**src/rtl/hazard_pkg.sv**
```systemverilog
// Shared types and helpers for the RV32 pipeline hazard controller.
// Forward-select encoding is fixed because the E-stage operand muxes decode it directly.
package hazard_pkg;

   typedef enum logic [1:0] {
      FWD_RF = 2'b00,
      FWD_W  = 2'b01,
      FWD_M  = 2'b10
   } fwd_sel_t;

   localparam int REG_AW_DEF = 5;

   // Compare width for src_match; register indices up to 8 bits are supported.
   localparam int IDX_W_MAX = 8;

   // True when a names a real register (not x0) and equals b.
   function automatic logic src_match(input logic [IDX_W_MAX-1:0] a,
                                      input logic [IDX_W_MAX-1:0] b);
      return (a != '0) && (a == b);
   endfunction

endpackage

```
**src/rtl/hazard_scoreboard.sv**
```systemverilog
// Long-latency (MUL/DIV) writeback scoreboard: pending vector, in-flight count,
// sticky protocol-error flag and the RAW/WAW/capacity busy terms for the D stage.
module hazard_scoreboard
   import hazard_pkg::*;
#(
   parameter int REG_AW  = REG_AW_DEF,
   parameter int NUM_SRC = 2,
   parameter int LO_MAX  = 2
) (
   input  logic                           clk,
   input  logic                           rst,
   input  logic [NUM_SRC-1:0][REG_AW-1:0] rs_D,
   input  logic [REG_AW-1:0]              rd_D,
   input  logic                           lo_D,
   input  logic [REG_AW-1:0]              rd_E,
   input  logic                           lo_start_E,
   input  logic                           lo_done,
   input  logic [REG_AW-1:0]              lo_rd,
   output logic [NUM_SRC-1:0]             src_busy,
   output logic                           rd_busy,
   output logic                           cap_full,
   output logic                           sb_err
);

   localparam int NREG  = 2 ** REG_AW;
   localparam int CNT_W = $clog2(LO_MAX + 1);

   logic [NREG-1:0]  pending;
   logic [CNT_W-1:0] count;

   // A register completing this cycle is readable (write-first regfile), so it is not busy.
   for (genvar i = 0; i < NUM_SRC; i++) begin : g_src_busy
      assign src_busy[i] = (rs_D[i] != '0) && pending[rs_D[i]] &&
                           !(lo_done && (lo_rd == rs_D[i]));
   end

   assign rd_busy  = (rd_D != '0) && pending[rd_D] && !(lo_done && (lo_rd == rd_D));

   // Conservative: a same-cycle completion does not free a slot.
   assign cap_full = lo_D &&
                     (({1'b0, count} + (CNT_W + 1)'(lo_start_E)) >= (CNT_W + 1)'(LO_MAX));

   always_ff @(posedge clk or posedge rst) begin
      if (rst) begin
         pending <= '0;
         count   <= '0;
         sb_err  <= 1'b0;
      end else begin
         // NOTE: non-blocking updates to the same bit resolve to the last one written,
         // so placing the set after the clear makes a same-index set win.
         if (lo_done)
            pending[lo_rd] <= 1'b0;
         if (lo_start_E && (rd_E != '0))
            pending[rd_E] <= 1'b1;

         case ({lo_start_E, lo_done})
            2'b10: begin
               if (count == CNT_W'(LO_MAX)) sb_err <= 1'b1;
               else                         count  <= count + CNT_W'(1);
            end
            2'b01: begin
               if (count == '0) sb_err <= 1'b1;
               else             count  <= count - CNT_W'(1);
            end
            default: ;
         endcase

         if (lo_done && (lo_rd != '0) && !pending[lo_rd])
            sb_err <= 1'b1;
      end
   end

endmodule

```
**src/rtl/hazard_ctrl.sv**
```systemverilog
// Pipeline hazard controller for the 5-stage RV32 core: E-stage forwarding selects,
// load-use detection and scoreboard-driven stalls combined into stall/flush controls.
module hazard_ctrl
   import hazard_pkg::*;
#(
   parameter int REG_AW  = REG_AW_DEF,
   parameter int NUM_SRC = 2,
   parameter int LO_MAX  = 2
) (
   input  logic                           clk,
   input  logic                           rst,
   input  logic [NUM_SRC-1:0][REG_AW-1:0] rs_D,
   input  logic [REG_AW-1:0]              rd_D,
   input  logic                           lo_D,
   input  logic [NUM_SRC-1:0][REG_AW-1:0] rs_E,
   input  logic [REG_AW-1:0]              rd_E,
   input  logic                           load_E,
   input  logic                           lo_start_E,
   input  logic                           pc_src_E,
   input  logic [REG_AW-1:0]              rd_M,
   input  logic [REG_AW-1:0]              rd_W,
   input  logic                           reg_wr_M,
   input  logic                           reg_wr_W,
   input  logic                           lo_done,
   input  logic [REG_AW-1:0]              lo_rd,
   output logic [NUM_SRC-1:0][1:0]        fwd_sel_E,
   output logic                           stall_F,
   output logic                           stall_D,
   output logic                           flush_D,
   output logic                           flush_E,
   output logic                           sb_err
);

   logic [NUM_SRC-1:0] src_busy;
   logic               rd_busy;
   logic               cap_full;
   logic               load_use;
   logic               stall;

   hazard_scoreboard #(
      .REG_AW  (REG_AW),
      .NUM_SRC (NUM_SRC),
      .LO_MAX  (LO_MAX)
   ) u_sb (
      .clk        (clk),
      .rst        (rst),
      .rs_D       (rs_D),
      .rd_D       (rd_D),
      .lo_D       (lo_D),
      .rd_E       (rd_E),
      .lo_start_E (lo_start_E),
      .lo_done    (lo_done),
      .lo_rd      (lo_rd),
      .src_busy   (src_busy),
      .rd_busy    (rd_busy),
      .cap_full   (cap_full),
      .sb_err     (sb_err)
   );

   // M holds the younger result, so it takes priority over W.
   for (genvar i = 0; i < NUM_SRC; i++) begin : g_fwd
      assign fwd_sel_E[i] =
         rst                                                        ? FWD_RF :
         (reg_wr_M && src_match(IDX_W_MAX'(rs_E[i]), IDX_W_MAX'(rd_M))) ? FWD_M  :
         (reg_wr_W && src_match(IDX_W_MAX'(rs_E[i]), IDX_W_MAX'(rd_W))) ? FWD_W  :
                                                                      FWD_RF;
   end

   always_comb begin
      // NOTE: default assignment first so no path leaves load_use unassigned (no latch).
      load_use = 1'b0;
      for (int i = 0; i < NUM_SRC; i++) begin
         if (load_E && src_match(IDX_W_MAX'(rd_E), IDX_W_MAX'(rs_D[i])))
            load_use = 1'b1;
      end
   end

   assign stall = load_use || (|src_busy) || rd_busy || cap_full;

   // A taken branch bubbles D even while stalled; F stays held that cycle.
   assign stall_F = !rst && stall;
   assign stall_D = !rst && stall;
   assign flush_D = !rst && pc_src_E;
   assign flush_E = !rst && (stall || pc_src_E);

endmodule

```
**config.mk**
```make
export PLATFORM = sky130hd
export DESIGN_NAME = hazard_ctrl
export DESIGN_NICKNAME = d
export VERILOG_FILES = /design/src/rtl/hazard_pkg.sv /design/src/rtl/hazard_scoreboard.sv /design/src/rtl/hazard_ctrl.sv
export SDC_FILE = /design/constraint.sdc
export NUM_CORES = 1
export LEC_CHECK = 0
export BUFFER_PORTS_ARGS = -buffer_cell sky130_fd_sc_hd__clkbuf_2
export CAP_MARGIN = 20
export CORE_MARGIN = 1
export CORE_UTILIZATION = 58
export CTS_BUF_LIST = sky130_fd_sc_hd__clkbuf_2 sky130_fd_sc_hd__clkbuf_4 sky130_fd_sc_hd__clkbuf_8
export CTS_CLUSTER_SIZE = 40
export DETAILED_ROUTE_END_ITERATION = 8
export PLACE_DENSITY = 0.95
export SLEW_MARGIN = 25
export SYNTH_ARGS = -nofsm -noshare
export SYNTH_HDL_FRONTEND = slang
export SYNTH_SLANG_ARGS = --single-unit
```
**constraint.sdc**
```tcl
create_clock -name clk -period 3.3 [get_ports clk]
set_input_delay 0.66 -clock clk [delete_from_list [all_inputs] [get_ports clk]]
set_output_delay 0.66 -clock clk [all_outputs]
set_load 0.005 [all_outputs]
```
Word-level counts from Yosys, hierarchy flattened
Cells that the tools add are included.

Register bits after elaboration: 35. Output and inout port bits: 9. Word-level logic and storage cells: 114. Bits of input ports: 54.

Order comparisons: 8. Mux-type cells: 29. Bitwise gates (word level): 3. Eq/ne operators: 16. $add $sub $neg: 3. Reductions and logical operators: 52.

Operators by type and width (number): two-way mux 32 bit (2); == test 5 bit (9); nonzero test 5 bit (7); AND 32 bit (1); NOT 32 bit (1); bitwise OR 32 bit (1); logical AND 1 bit (30); < comparator 5 x 6 -> 1 bit (second input constant) (5); binary-select mux 1 bit (select 5 bit) (4); two-way mux 1 bit (13); two-way mux 2 bit (6); demux 1 bit (select 5 bit) (2); >= comparator 5 x 1 -> 1 bit (second input constant) (2); inequality test 3 x 1 -> 1 bit (second input constant) (2); AND reduction 3 bit (2); logical NOT 1 bit (5); == test 2 bit (second input constant) (2); logical OR 1 bit (4); inequality test 2 bit (second input constant) (2); case mux 2 bit (2 select lines) (1); adder 2 x 1 -> 3 bit (1); >= comparator 3 x 2 -> 1 bit (second input constant) (1); nonzero test 3 bit (1); adder 2 x 1 -> 2 bit (second input constant) (1); 6 further kinds (6).

Longest topological paths before layout
Depth in word-level cells: 10. Gate-level depth with buffers: 9. Depth with buffers taken out: 6.

By module
Synthesis repeated with hierarchy kept, for this count alone.

Cell total of the unflattened synthesis: 340. Area total of the unflattened synthesis: 3278.1 µm².

By module, submodules not included: hazard_scoreboard (instances 1, cells an instance 278, sequential area each 875.8 µm², area an instance 2780.2 µm²); hazard_ctrl (instances 1, cells an instance 62, sequential area each 0.0 µm², area an instance 498.0 µm²).

Worst setup path after synthesis
Ideal clock, no wire load.

Path kind: input -> output. From: input rs_D[2] (netlist name). To: output stall_F. Setup slack: 0.113 ns. Cell stages on the path: 8. Data required time: 2.640 ns. Buffers on the path: 2. Data arrival time: 2.527 ns. Cells stage by stage: clkbuf_1 mux4_2 mux2_2 a221o_1 and4_4 a221oi_2 a21oi_1 buf_4.

Word-level cells in the longest chain between the ends: 9. Elaborated cells on any way between the ends: 18. Those cells by class: eq/ne: 2; mux: 4; reduce/logical: 12.

RTL lines: from (decl) (RTL line hazard_ctrl.sv:12) `input logic [NUM_SRC-1:0][REG_AW-1:0] rs_D,`; binary-select mux 1 bit (select 5 bit) (tied with other cells) (RTL line hazard_scoreboard.sv:33) `assign src_busy[i] = (rs_D[i] != '0) && pending[rs_D[i]] &&`; two-way mux 1 bit (not written as such) (tied with other cells) (RTL line hazard_scoreboard.sv:33); logical AND 1 bit (tied with other cells) (RTL line hazard_scoreboard.sv:33); logical AND 1 bit or two-way mux 1 bit (tied branches) (RTL line hazard_scoreboard.sv:33, hazard_ctrl.sv:73); OR reduction 2 bit or two-way mux 1 bit (tied branches) (RTL line hazard_ctrl.sv:78, hazard_ctrl.sv:73); logical OR 1 bit (*) (3 in a row) (RTL line hazard_ctrl.sv:78) `assign stall = load_use || (|src_busy) || rd_busy || cap_full;`; logical AND 1 bit (*); to (decl) (RTL line hazard_ctrl.sv:27) `output logic stall_F,`.

Mark *: on every way between the ends. The rest lies on a longest branch, timed or not. The select of a mux whose other input is x is not followed.

Worst setup path in the final report
From: input rs_D[7] (netlist name). To: output flush_E.

Word-level cells in the longest chain between the ends: 10. Elaborated cells on any way between the ends: 18. Those cells by class: eq/ne: 2; mux: 3; reduce/logical: 13.

RTL lines: binary-select mux 1 bit (select 5 bit) or == test 5 bit (tied branches) (RTL line hazard_scoreboard.sv:33, hazard_scoreboard.sv:34); two-way mux 1 bit (not written as such) or logical AND 1 bit (tied branches) (RTL line hazard_scoreboard.sv:33, hazard_scoreboard.sv:34); logical AND 1 bit or logical NOT 1 bit (tied branches) (RTL line hazard_scoreboard.sv:33, hazard_scoreboard.sv:34); logical AND 1 bit (RTL line hazard_scoreboard.sv:33); OR reduction 2 bit (RTL line hazard_ctrl.sv:78); logical OR 1 bit (*) (3 in a row) (RTL line hazard_ctrl.sv:78); logical OR 1 bit (*) (RTL line hazard_ctrl.sv:84) `assign flush_E = !rst && (stall || pc_src_E);`; logical AND 1 bit (*) (RTL line hazard_ctrl.sv:84); to (decl) (RTL line hazard_ctrl.sv:30) `output logic flush_E,`.

Marked as above.

==> run_results.csv <==
group,metric,value,unit
clocking,numCtsBuffers,5,
pwr,powerDensity,447,mW/mm²
place,io_buffers,62,
global_routing,met2_usage,54.2,%
clocking,holdBufCountCts,0,
pwr,p_clk_share,23.6,%
pwr,finalPower,1730,µW
routing,routedWlPerCell,21.6,µm
die,core,0.00551,mm²
clocking,cts_tree,"yes",
layout,finalNonFillerCells,483,
die,fp.dieH,77.7,µm
job,drv_cap,0,
yosys,synthDistinctLibCells,49,
pwr,swShare,36.3,%
global_routing,grt_pass1_vias,3280,
pwr,p_seq_share,40.3,%
worst_setup_path,crit_path_end_kind,"output port",
layout,layout-drive-gt1-share,28.7,%
worst_setup_path,critPathKind,"in -> out",
routing,dr.pass1.iters,6,
die,die_w,77.7,µm
clocking,clk_path_buf_depth,2,
worst_setup_path,start_kind,"input port",
yosys,synth_ff_type,"dfrtp_1",
yosys,synth_area,0.00332,mm²
worst_setup_path,cp_max_fo,9,
pwr,comb_power_share,36.1,%
yosys,yosysWarnings,0,
yosys,synth-async-reset-ratio,100,%
yosys,ys_ff_latch,35,
place,gp_congestion,0.970,
global_routing,grt_overflow,0,
yosys,yosysSeqAreaShare,26.4,%
worst_setup_path,cpMaxStageDelayCell,"a221oi_4",
routing,routed_wl,10400,µm
global_routing,grt_use_total,34.8,%
die,rows,27,
timing,fmax,301,MHz
hold_path,hp-class,"reg -> reg",
place,post-place-ws,0.00561,ns
layout,antenna_cells,0,
layout,seq_area,876,µm²
place,dpl.hpwl,7590,µm
routing,viasPerCell,7.00,
outcome,status,"finished with violations",
timing,worst_slack,-0.0245,ns
pwr,switching_power,626,µW
timing,hold_viol,0,
global_routing,grt_max_degree,36,
layout,multi_input_area,0.00228,mm²
layout,nFillCells,389,
routing,antenna_left,0,
pwr,p_int,1100,µW
clocking,cts_sinks,35,
layout,fin_nets,466,
global_routing,busiest_layer,"met2",
pwr,ir_drop,0.338,mV
timing,drv_slew,0,
yosys,synth_edf_count,0,
pwr,p_leak,0.00160,µW
place,dpl.cell_count,473,
timing,setup_violations,3,
timing,timing.hold.ws,0.524,ns
global_routing,met3_usage,10.1,%
worst_setup_path,required,2.64,ns
timing,relSlewSlack,66.1,%
routing,vias,3379,
clocking,clkLatencyLatePin,0.30,ns
layout,syn2layout_area_growth,16.2,%
timing,fin_setup_tns,-0.0586,ns
clocking,htree_num_levels,2,
timing,fin_crit_sh,101,%
die,ios,63,
clocking,clk_pin_slew,0.08,ns
yosys,synth_nets,412,
clocking,cts_root_buf,"clkbuf_8",
global_routing,grt_pass1_wl,16200,µm
yosys,syn_avg_cell_area,9.33,µm²
timing,fin_crit,3.32,ns
worst_setup_path,crit_chain,"clkbuf_2 > buf_4 > mux4_2 > mux2i_1 > a211o_1 > o211ai_1 > a221oi_4 > a31oi_1 > clkbuf_2",
global_routing,gr-usage-met1,45.7,%
worst_setup_path,cp_common_cell,"clkbuf_2",
die,start_util,60.3,%
worst_setup_path,max_stage_delay,0.37,ns
yosys,syn_inst,356,
timing,fin_worst_skew,0.00856,ns
outcome,violations,"negative setup slack",
global_routing,antenna_found_initial,0,
routing,drt_iter0_drc,564,
routing,drcViolationCount,0,
worst_setup_path,cp_data_arrival_time,2.66,ns
die,dieArea,0.00603,mm²
timing,tightestPinTransition,0.509,ns
==> power groups by stage <==
stage | sequential, µW | combinational (µW) | clock (µW)
after CTS | 675 | 590 | 409
after global placement | 674 | 559 | 0
final | 696 | 623 | 407
after detailed placement | 684 | 585 | 0
after floorplan | 618 | 449 | 0
after global routing | 696 | 672 | 425
==> kinds of logic after synthesis <==
group | count (synthesis) | share of synthesized area, %
AOI/OAI and AO/OA | 94 | 16.3
and+or+nand+nor | 90 | 15.6
muxes | 48 | 23.9
xor gates and xnor gates | 44 | 11.6
buffers and inverters | 43 | 5.42
DFF | 35 | 26.4
adders and majority gates | 2 | 0.753
==> placed cells by master, fill, tap and decap left out, types with 6 or more instances in the layout <==
| cell type | count |
|---|---|
| nand2_1 | 10 |
| dfrtp_1 | 35 |
| nor2_1 | 11 |
| nand4_1 | 6 |
| xnor2_1 | 27 |
| clkbuf_8 | 6 |
| nand3_1 | 15 |
| nand3b_1 | 11 |
| xor2_1 | 17 |
| or3_1 | 6 |
| inv_1 | 14 |
| mux4_2 | 23 |
| nor4_1 | 6 |
| o21ai_0 | 66 |
| buf_4 | 13 |
| clkbuf_2 | 60 |
| mux2i_1 | 19 |
==> cell usage after synthesis (all sizes together), types with 2 or more instances <==
library cell	number	area (µm²)
dfrtp	35	876
a31oi	3	18.8
clkbuf	18	67.6
nand3	15	75.1
mux2	5	56.3
or3	6	37.5
and3	2	12.5
or4	4	30.0
ha	2	25.0
nor3	6	30.0
o21ai	66	330
o22ai	3	18.8
xnor2	27	236
buf	11	60.1
mux4	24	548
nor2b	5	31.3
nand3b	11	82.6
a21oi	4	20.0
a2bb2oi	2	17.5
and4	2	20.0
mux2i	19	190
xor2	17	149
nor2	11	41.3
inv	14	52.6
nand2	10	37.5
nor4	6	37.5
or3b	2	17.5
and2	2	12.5
nand4	6	37.5
a22oi	4	30.0
==> area by class of cell <==
cell class	count	area share, %
Multi-Input combinational cell	278	59.2
Sequential cell	35	22.7
Timing Repair Buffer	76	11.4
Tap cell	72	2.33
Clock buffer	6	2.14
Inverter	14	1.36
Clock inverter	2	0.908
==> final timing paths <==
check,startpoint,end,slack [ns],depth (start not counted)
max,rs_D[7],flush_E,-0.02,9
min,u_sb.sb_err$_DFFE_PP0P_,u_sb.sb_err$_DFFE_PP0P_,0.52,2
max reg2reg,u_sb.pending[15]$_DFF_PP0_,u_sb.sb_err$_DFFE_PP0P_,1.48,6
min reg2reg,u_sb.sb_err$_DFFE_PP0P_,u_sb.sb_err$_DFFE_PP0P_,0.52,2
max in group asynchronous,rst,u_sb.pending[12]$_DFF_PP0_,2.43,3
min in group asynchronous,rst,u_sb.pending[0]$_DFF_PP0_,0.54,3
==> stage by stage <==
step / utilization, % / cell area (µm²)
after CTS: 69.1 / 3800
final: 70.1 / 3860
after global placement: 66.9 / 3680
after global routing: 70.1 / 3860
after detailed placement: 66.9 / 3680
after floorplan: - / 3320
==> per-layer routing <==
metal | wire [µm] | vias up
li1 | - | 1444
met1 | 3930 | 1578
met2 | 4870 | 307
met3 | 1310 | 50
met4 | 326 | 0
met5 | 0 | -
==> sequential cells by signal (all words and copies together), names as in the netlist <==
signal and flops:
u_sb.pending 32, u_sb.sb_err 1, u_sb.count 2
==> timing repair <==
item                                    4_1_cts  5_1_grt
endpoints found under the setup margin        0        3
buffers inserted                              0        2
hold endpoints to repair                      0        0
gates resized for setup                       0       16
==> worst max-delay path, delay by kind of cell <==
family	cells	cell delay [ns]
AOI/OAI and AO/OA	4	0.83
buffers and inverters	3	0.59
muxes	2	0.57
Power figures use the tool's default switching activity.
